--- config.mk ---
export PLATFORM = sky130hd
export DESIGN_NAME = spi_peripheral
export DESIGN_NICKNAME = d
export VERILOG_FILES = /design/src/rtl/spi_peripheral_pkg.sv /design/src/rtl/spi_sync.sv /design/src/rtl/spi_peripheral.sv
export SDC_FILE = /design/constraint.sdc
export NUM_CORES = 1
export LEC_CHECK = 0
export BUFFER_PORTS_ARGS = -buffer_cell sky130_fd_sc_hd__buf_2
export CORE_UTILIZATION = 56
export CTS_CLUSTER_SIZE = 8
export DETAILED_ROUTE_END_ITERATION = 12
export PLACE_DENSITY = 0.81
export SYNTH_ARGS = -nofsm -noshare
export SYNTH_HDL_FRONTEND = slang
export SYNTH_HIERARCHICAL = 1
export SYNTH_SLANG_ARGS = --single-unit
--- constraint.sdc ---
create_clock -name clk -period 2.3 [get_ports clk]
set_clock_uncertainty 0.1 [all_clocks]
set_input_delay 0 -clock clk [delete_from_list [all_inputs] [get_ports clk]]
set_output_delay 0 -clock clk [all_outputs]
set_load 0.1 [all_outputs]
--- src/rtl/spi_peripheral_pkg.sv ---
// spi_peripheral_pkg: shared state encodings, SPI mode and default word width
package spi_peripheral_pkg;
  typedef enum logic {ST_IDLE = 1'b0, ST_SHIFT = 1'b1} state_t;
  localparam logic CPOL = 1'b0;
  localparam logic CPHA = 1'b0;
  localparam int DEFAULT_DWIDTH = 8;
endpackage

--- src/rtl/spi_sync.sv ---
// spi_sync: multi-flop synchronizer with configurable depth and reset value
module spi_sync #(
  parameter int STAGES = 2,
  parameter logic RST_VAL = 1'b0
) (
  input  logic clk,
  input  logic rst,
  input  logic d,
  output logic q
);
  logic [STAGES-1:0] ff;
  always_ff @(posedge clk or posedge rst)
    if (rst) ff <= {STAGES{RST_VAL}};
    else ff <= {ff[STAGES-2:0], d};
  assign q = ff[STAGES-1];
endmodule

--- src/rtl/spi_peripheral.sv ---
// spi_peripheral: clk-synchronous SPI mode-0 slave with buffered host TX/RX ports
module spi_peripheral
  import spi_peripheral_pkg::*;
#(
  parameter int DWIDTH = DEFAULT_DWIDTH,
  parameter int SYNC_STAGES = 2
) (
  input  logic              clk,
  input  logic              rst,
  input  logic              sclk,
  input  logic              ss_n,
  input  logic              mosi,
  output logic              miso,
  input  logic [DWIDTH-1:0] din,
  input  logic              wr,
  output logic              tx_ready,
  output logic [DWIDTH-1:0] dout,
  output logic              rx_valid,
  input  logic              rd,
  output logic              rx_full,
  output logic              rx_ovr,
  output logic              tx_udr
);
  localparam int CW = $clog2(DWIDTH);
  logic sclk_s, ss_s, mosi_s, sclk_d, ss_d;
  logic sclk_rise, sclk_fall, ss_rise, ss_fall, last, load, wr_ok, reload;
  state_t state;
  logic [CW-1:0] bitcnt;
  logic [DWIDTH-1:0] tx_shift, rx_shift, tx_buf, tx_nxt, rx_nxt;
  spi_sync #(.STAGES(SYNC_STAGES), .RST_VAL(CPOL)) u_sclk (.clk(clk), .rst(rst), .d(sclk), .q(sclk_s));
  spi_sync #(.STAGES(SYNC_STAGES), .RST_VAL(1'b1)) u_ss (.clk(clk), .rst(rst), .d(ss_n), .q(ss_s));
  spi_sync #(.STAGES(SYNC_STAGES), .RST_VAL(1'b0)) u_mosi (.clk(clk), .rst(rst), .d(mosi), .q(mosi_s));
  assign sclk_rise = sclk_s & ~sclk_d;
  assign sclk_fall = ~sclk_s & sclk_d;
  assign ss_rise = ss_s & ~ss_d;
  assign ss_fall = ~ss_s & ss_d;
  assign last = bitcnt == CW'(DWIDTH - 1);
  assign tx_nxt = tx_ready ? '0 : tx_buf;
  assign rx_nxt = {rx_shift[DWIDTH-2:0], mosi_s};
  assign load = (state == ST_IDLE) ? ss_fall : (~ss_rise & sclk_fall & reload);
  // a load frees the buffer in the same cycle, so a coincident write is kept
  assign wr_ok = wr & (tx_ready | load);
  always_ff @(posedge clk or posedge rst)
    if (rst) begin
      sclk_d <= CPOL;
      ss_d <= 1'b1;
      state <= ST_IDLE;
      bitcnt <= '0;
      reload <= 1'b0;
      tx_shift <= '0;
      rx_shift <= '0;
      tx_buf <= '0;
      tx_ready <= 1'b1;
      miso <= 1'b0;
      dout <= '0;
      rx_valid <= 1'b0;
      rx_full <= 1'b0;
      rx_ovr <= 1'b0;
      tx_udr <= 1'b0;
    end else begin
      sclk_d <= sclk_s;
      ss_d <= ss_s;
      rx_valid <= 1'b0;
      if (wr_ok) begin
        tx_buf <= din;
        tx_ready <= 1'b0;
        tx_udr <= 1'b0;
      end else if (load) tx_ready <= 1'b1;
      if (load && tx_ready) tx_udr <= 1'b1;
      if (rd) begin
        rx_full <= 1'b0;
        rx_ovr <= 1'b0;
      end
      if (state == ST_IDLE) begin
        miso <= ss_fall ? tx_nxt[DWIDTH-1] : 1'b0;
        if (ss_fall) begin
          tx_shift <= tx_nxt;
          bitcnt <= '0;
          reload <= 1'b0;
          state <= ST_SHIFT;
        end
      end else if (ss_rise) begin
        state <= ST_IDLE;
        miso <= 1'b0;
        bitcnt <= '0;
        reload <= 1'b0;
      end else if (sclk_rise) begin
        rx_shift <= rx_nxt;
        bitcnt <= last ? '0 : bitcnt + 1'b1;
        if (last) begin
          dout <= rx_nxt;
          rx_valid <= 1'b1;
          rx_full <= 1'b1;
          reload <= 1'b1;
          if (rx_full && !rd) rx_ovr <= 1'b1;
        end
      end else if (sclk_fall) begin
        tx_shift <= reload ? tx_nxt : tx_shift << 1;
        miso <= reload ? tx_nxt[DWIDTH-1] : tx_shift[DWIDTH-2];
        reload <= 1'b0;
      end
    end
endmodule

Yosys cells after proc, flatten, opt, wreduce, memory -nomap -nowiden:

Cells that the tools add are included.

* bits in registers: 49

* bitwise logic cells: 13
* reduce and logical (&&, ||, !) cells: 12
* multiplexer cells: 47
* add/sub/neg operators: 1
* equal/unequal tests: 9

Operators with widths (count)
* $mux W7: 6
* $mux W1: 35
* $mux W3: 5
* $ne A3 B3 Y1 const B: 3
* $mux W8: 1
* $ne A4 B4 Y1 const B: 2
* $reduce_and A4 Y1: 2
* $and A1 B1 Y1: 7
* $ne A2 B2 Y1 const B: 3
* $reduce_and A3 Y1: 2
* $reduce_bool A2 Y1: 3
* $not A1 Y1: 5
* $reduce_and A2 Y1: 2
* $add A3 B1 Y3 const B: 1
* $eq A3 B3 Y1 const B: 1
* $logic_and A1 B1 Y1: 2
* $logic_not A1 Y1: 1
* $or A1 B1 Y1: 1

Logic depth before layout (Yosys ltp):

* depth in word-level cells: 10
* depth in mapped cells: 7
* depth with buffers taken out: 6

By module:

Netlist, hierarchy kept.

By module, submodules not included
* spi_peripheral: cells each 152, instances 1, seq. area each 1078.5 µm², area each 1891.8 µm²
* spi_sync (u_mosi ...): cells each 3, instances 2, seq. area each 50.0 µm², area each 53.8 µm²
* spi_sync (u_ss): cells each 3, instances 1, seq. area each 52.6 µm², area each 56.3 µm²

Worst setup path before layout:

No wires, ideal clock.

* kind: reg2reg
* start point: register u_ss.ff[1]
* end point: register tx_buf[0]
* buffers on the path: 0
* stages on the path, launching flop included: 5
* data arrival time: 1.563 ns
* path slack: 0.513 ns
* library setup time: 0.125 ns
* cell sequence: dfstp_2 > nand2b_1 > a41o_1 > o21ai_4 > mux2_2

* word-level cells in the longest chain between the ends: 7
* elaborated cells on any way between the ends: 9

Ends and longest elaborated chain
* start, declared: RTL line spi_sync.sv:11 `logic [STAGES-1:0] ff;`
* start signal, assigned: RTL line spi_sync.sv:13 `if (rst) ff <= {STAGES{RST_VAL}};`
* start signal, assigned: RTL line spi_sync.sv:14 `else ff <= {ff[STAGES-2:0], d};`
* $and A1 B1 Y1: RTL line spi_peripheral.sv:35 `assign ss_rise = ss_s & ~ss_d;`
* $not A1 Y1 (no source line)
* $and A1 B1 Y1 (2 in a row): RTL line spi_peripheral.sv:40 `assign load = (state == ST_IDLE) ? ss_fall : (~ss_rise & sclk_fall & reload);`
* $mux W1 *: RTL line spi_peripheral.sv:40
* $or A1 B1 Y1 *: RTL line spi_peripheral.sv:42 `assign wr_ok = wr & (tx_ready | load);`
* $and A1 B1 Y1 *: RTL line spi_peripheral.sv:42
* end signal, assigned: RTL line spi_peripheral.sv:65 `tx_buf <= din;`
* end, declared: RTL line spi_peripheral.sv:29 `logic [DWIDTH-1:0] tx_shift, rx_shift, tx_buf, tx_nxt, rx_nxt;`

Every way passes the cells marked *; elsewhere a longest branch is shown, timed or not.
A chain may end at the register's enable or synchronous reset.

Final worst setup path:

* start point: register u_sclk.ff[1]
* end point: register tx_shift[1]

* word-level cells in the longest chain between the ends: 4
* elaborated cells on any way between the ends: 6

Ends and longest elaborated chain
* start, declared: RTL line spi_sync.sv:11
* start signal, assigned: RTL line spi_sync.sv:13
* start signal, assigned: RTL line spi_sync.sv:14
* $not A1 Y1: RTL line spi_peripheral.sv:34 `assign sclk_fall = ~sclk_s & sclk_d;`
* $and A1 B1 Y1: RTL line spi_peripheral.sv:34
* $ne A2 B2 Y1 (no source line)
* $reduce_and A4 Y1 (no source line) *
* end signal, assigned: RTL line spi_peripheral.sv:77 `tx_shift <= tx_nxt;`
* end signal, assigned: RTL line spi_peripheral.sv:98 `tx_shift <= reload ? tx_nxt : tx_shift << 1;`
* end, declared: RTL line spi_peripheral.sv:29

Marked as above.

==> qor.yml <==
outcome: "finished clean"
nets: 230
synth_top_area_share_pct: 54.8
grt_overflow: 0
grt_pass1_vias: 1395
coreArea_sq_um: 3420
cts.reportedPaths.clkPinSlew_ps: 150
synthesis.nets: 181
regToRegSetupSlack_ps: 140
area_growth_pct: 21.4
synth.distinct_cells: 34
rsz0062_at_grt: "false"
seq_area_frac_synth_pct: 59.9
grt_max_degree: 27
grt_use_total_pct: 22.9
io_pins: 29
netlist_area_sq_um: 2060
viasPerCell: 5.34
drt_iter0_drc: 85
clock_tree.root_cell: "clkbuf_4"
synthTopCellsByArea: "dfrtp_1 55%, mux2_2 13%, dfstp_2 5.1%"
die_h_um: 62.6
numCtsBuffers: 5
ys_ff_latch: 49
stdcell_count: 257
antenna_cells: 0
setup_viol: 0
cp.arrival_ps: 2320
finalCriticalPeriod_ps: 2160
clk_path_buf_depth: 2
tns_ps: 0
dr.pass1.iters: 4
synth_top_area_cell: "dfrtp_1"
htreeDepth: 2
final-hold-violation-count: 0
wl_per_cell_um: 15.3
drt_wl_total_mm: 3.94
ant_nets: 0
power_mw: 2.05
async_flop_share_pct: 100
dp.cells: 234
tightestPinTransition_ps: 499
ys_warn_count: 6
port_buffers: 28
cts_resized: 0
initial_core_util_pct: 60.2
cts_sinks: 49
post-dp-hpwl_mm: 2.57
fmax_mhz: 463
synth_edf_count: 0
hold_class: "in2async"
drv_slew: 0
power_density_nw_per_um2: 822
route.detailed.drc: 0
cts_tree: "done"
die_x_um: 62.6
timing.final.crit_share_pct: 93.9
synth_ff_type: "dfrtp_1"
grt_pass1_wl_mm: 6.66
critPathMaxFanout: 14
required_ps: 2470
syn_inst: 161
worstSetupEndpointType: "flop"
slew_headroom_pct: 66.7
fill_cells: 249
place.gp.congestion: 0.824
start_kind: "flop"
synth.avg_cell_area_sq_um: 12.8
antenna_found_initial: 0
power.leakage_nw: 1.25
rows: 21
maxCapViolations: 0
crit_type: "reg2reg"
vias: 1373
drive_above_1_share_pct: 32.7
ir_worst_vdd_mv: 0.557
hold_slack_ps: 113
die_area_sq_um: 3920
clk_latency_ps: 380
per-layer routing:
metal,track usage [%],vias up,routed length (um)
li1,-,654,-
met3,5.47,7,133
met2,38.3,28,2070
met4,9.88,0,44
met1,28.2,684,1680
met5,0,-,0
what timing repair did:
item | CTS | global route
endpoints found under the hold margin | 64 | 0
hold buffers | 15 | 0
setup buffers | 0 | 0
stage by stage:
stage	area [sq um]	setup WS (ps)	utilization [%]
floorplan	2060	513	-
global placement	2260	424	66.2
detailed placement	2260	312	66.2
CTS	2500	105	73.1
global route	2500	21.8	73.1
finish	2500	141	73.1
logic make-up after synthesis:
group           share of synthesized area, %
compound gates                          9.31
fa+ha+maj                               3.53
buf+inv                                 3.23
flops                                   59.9
mux                                     15.0
simple gates                            9.01
flip-flops by register name, indices dropped and copies added, names as in the netlist, 2 cells and up:
name       cells
bitcnt         3
u_mosi/ff      2
u_sclk/ff      2
tx_shift       7
rx_shift       7
tx_buf         8
u_ss/ff        2
dout           8
path summary, 6_finish.rpt:
check | start | cells past startpoint | endpoint
max | u_sclk/ff[1]$_DFF_PP0_ | 5 | tx_shift[1]$_DFFE_PP0P_
min | rst | 3 | u_ss/ff[0]$_DFF_PP1_
max reg2reg | u_sclk/ff[1]$_DFF_PP0_ | 5 | tx_shift[1]$_DFFE_PP0P_
min reg2reg | u_ss/ff[0]$_DFF_PP1_ | 0 | u_ss/ff[1]$_DFF_PP1_
max in group asynchronous | rst | 4 | u_mosi/ff[0]$_DFF_PP0_
min in group clk | sclk | 2 | u_sclk/ff[0]$_DFF_PP0_
power by group:
| part | internal (mW) | total (mW) | switching (mW) |
|---|---|---|---|
| clock | 0.230 | 0.517 | 0.287 |
| combinational | 0.192 | 0.405 | 0.213 |
| sequential | 1.02 | 1.13 | 0.107 |
| total | 1.45 | 2.05 | 0.607 |
cell usage in the layout, fill, tap and decap left out, drive strengths merged:
| cell | count |
|---|---|
| dfrtp | 45 |
| buf | 32 |
| mux2 | 23 |
| dlygate4sd3 | 15 |
| inv | 12 |
| nor2 | 10 |
| a21oi | 9 |
| nor2b | 6 |
| o21ai | 6 |
| mux2i | 5 |
| nand2 | 5 |
| ha | 5 |
| clkbuf | 5 |
| dfstp | 4 |
| nand2b | 3 |
| a211oi | 3 |
| and3 | 2 |
| o21a | 2 |
| o22a | 2 |
| nand3b | 2 |
| nor4bb | 1 |
| nor3b | 1 |
| a311o | 1 |
| a21boi | 1 |
| a41o | 1 |
| a22o | 1 |
| nor3 | 1 |
| nor4b | 1 |
| nand4b | 1 |
| o211ai | 1 |
| maj3 | 1 |
| a31oi | 1 |
| bufinv | 1 |
| clkinv | 1 |
| clkinvlp | 1 |
cells in the mapped netlist, drive strengths merged (3+ instances only):
master,number
dfrtp,45
mux2,23
inv,12
nor2,10
a21oi,9
nor2b,6
o21ai,6
ha,5
mux2i,5
nand2,5
dfstp,4
a211oi,3
buf,3
nand2b,3
final cells by class:
class / count / area [sq um] / area share, %
repair buffers: 47 / 320 / 12.8
flip-flops and latches: 49 / 1230 / 49.3
well taps: 46 / 57.6 / 2.31
multi-input cells: 95 / 758 / 30.4
clock buffers: 5 / 37.5 / 1.50
clock inverters: 3 / 46.3 / 1.85
inverters: 12 / 45.0 / 1.80
critical path, cell delays in order (launching register included):
cell,delay (ps)
dfrtp_1,430
ha_1,300
nor4bb_1,360
a311o_1,490
o211ai_1,200
o21a_1,160
(Power assumes the default switching activity.)
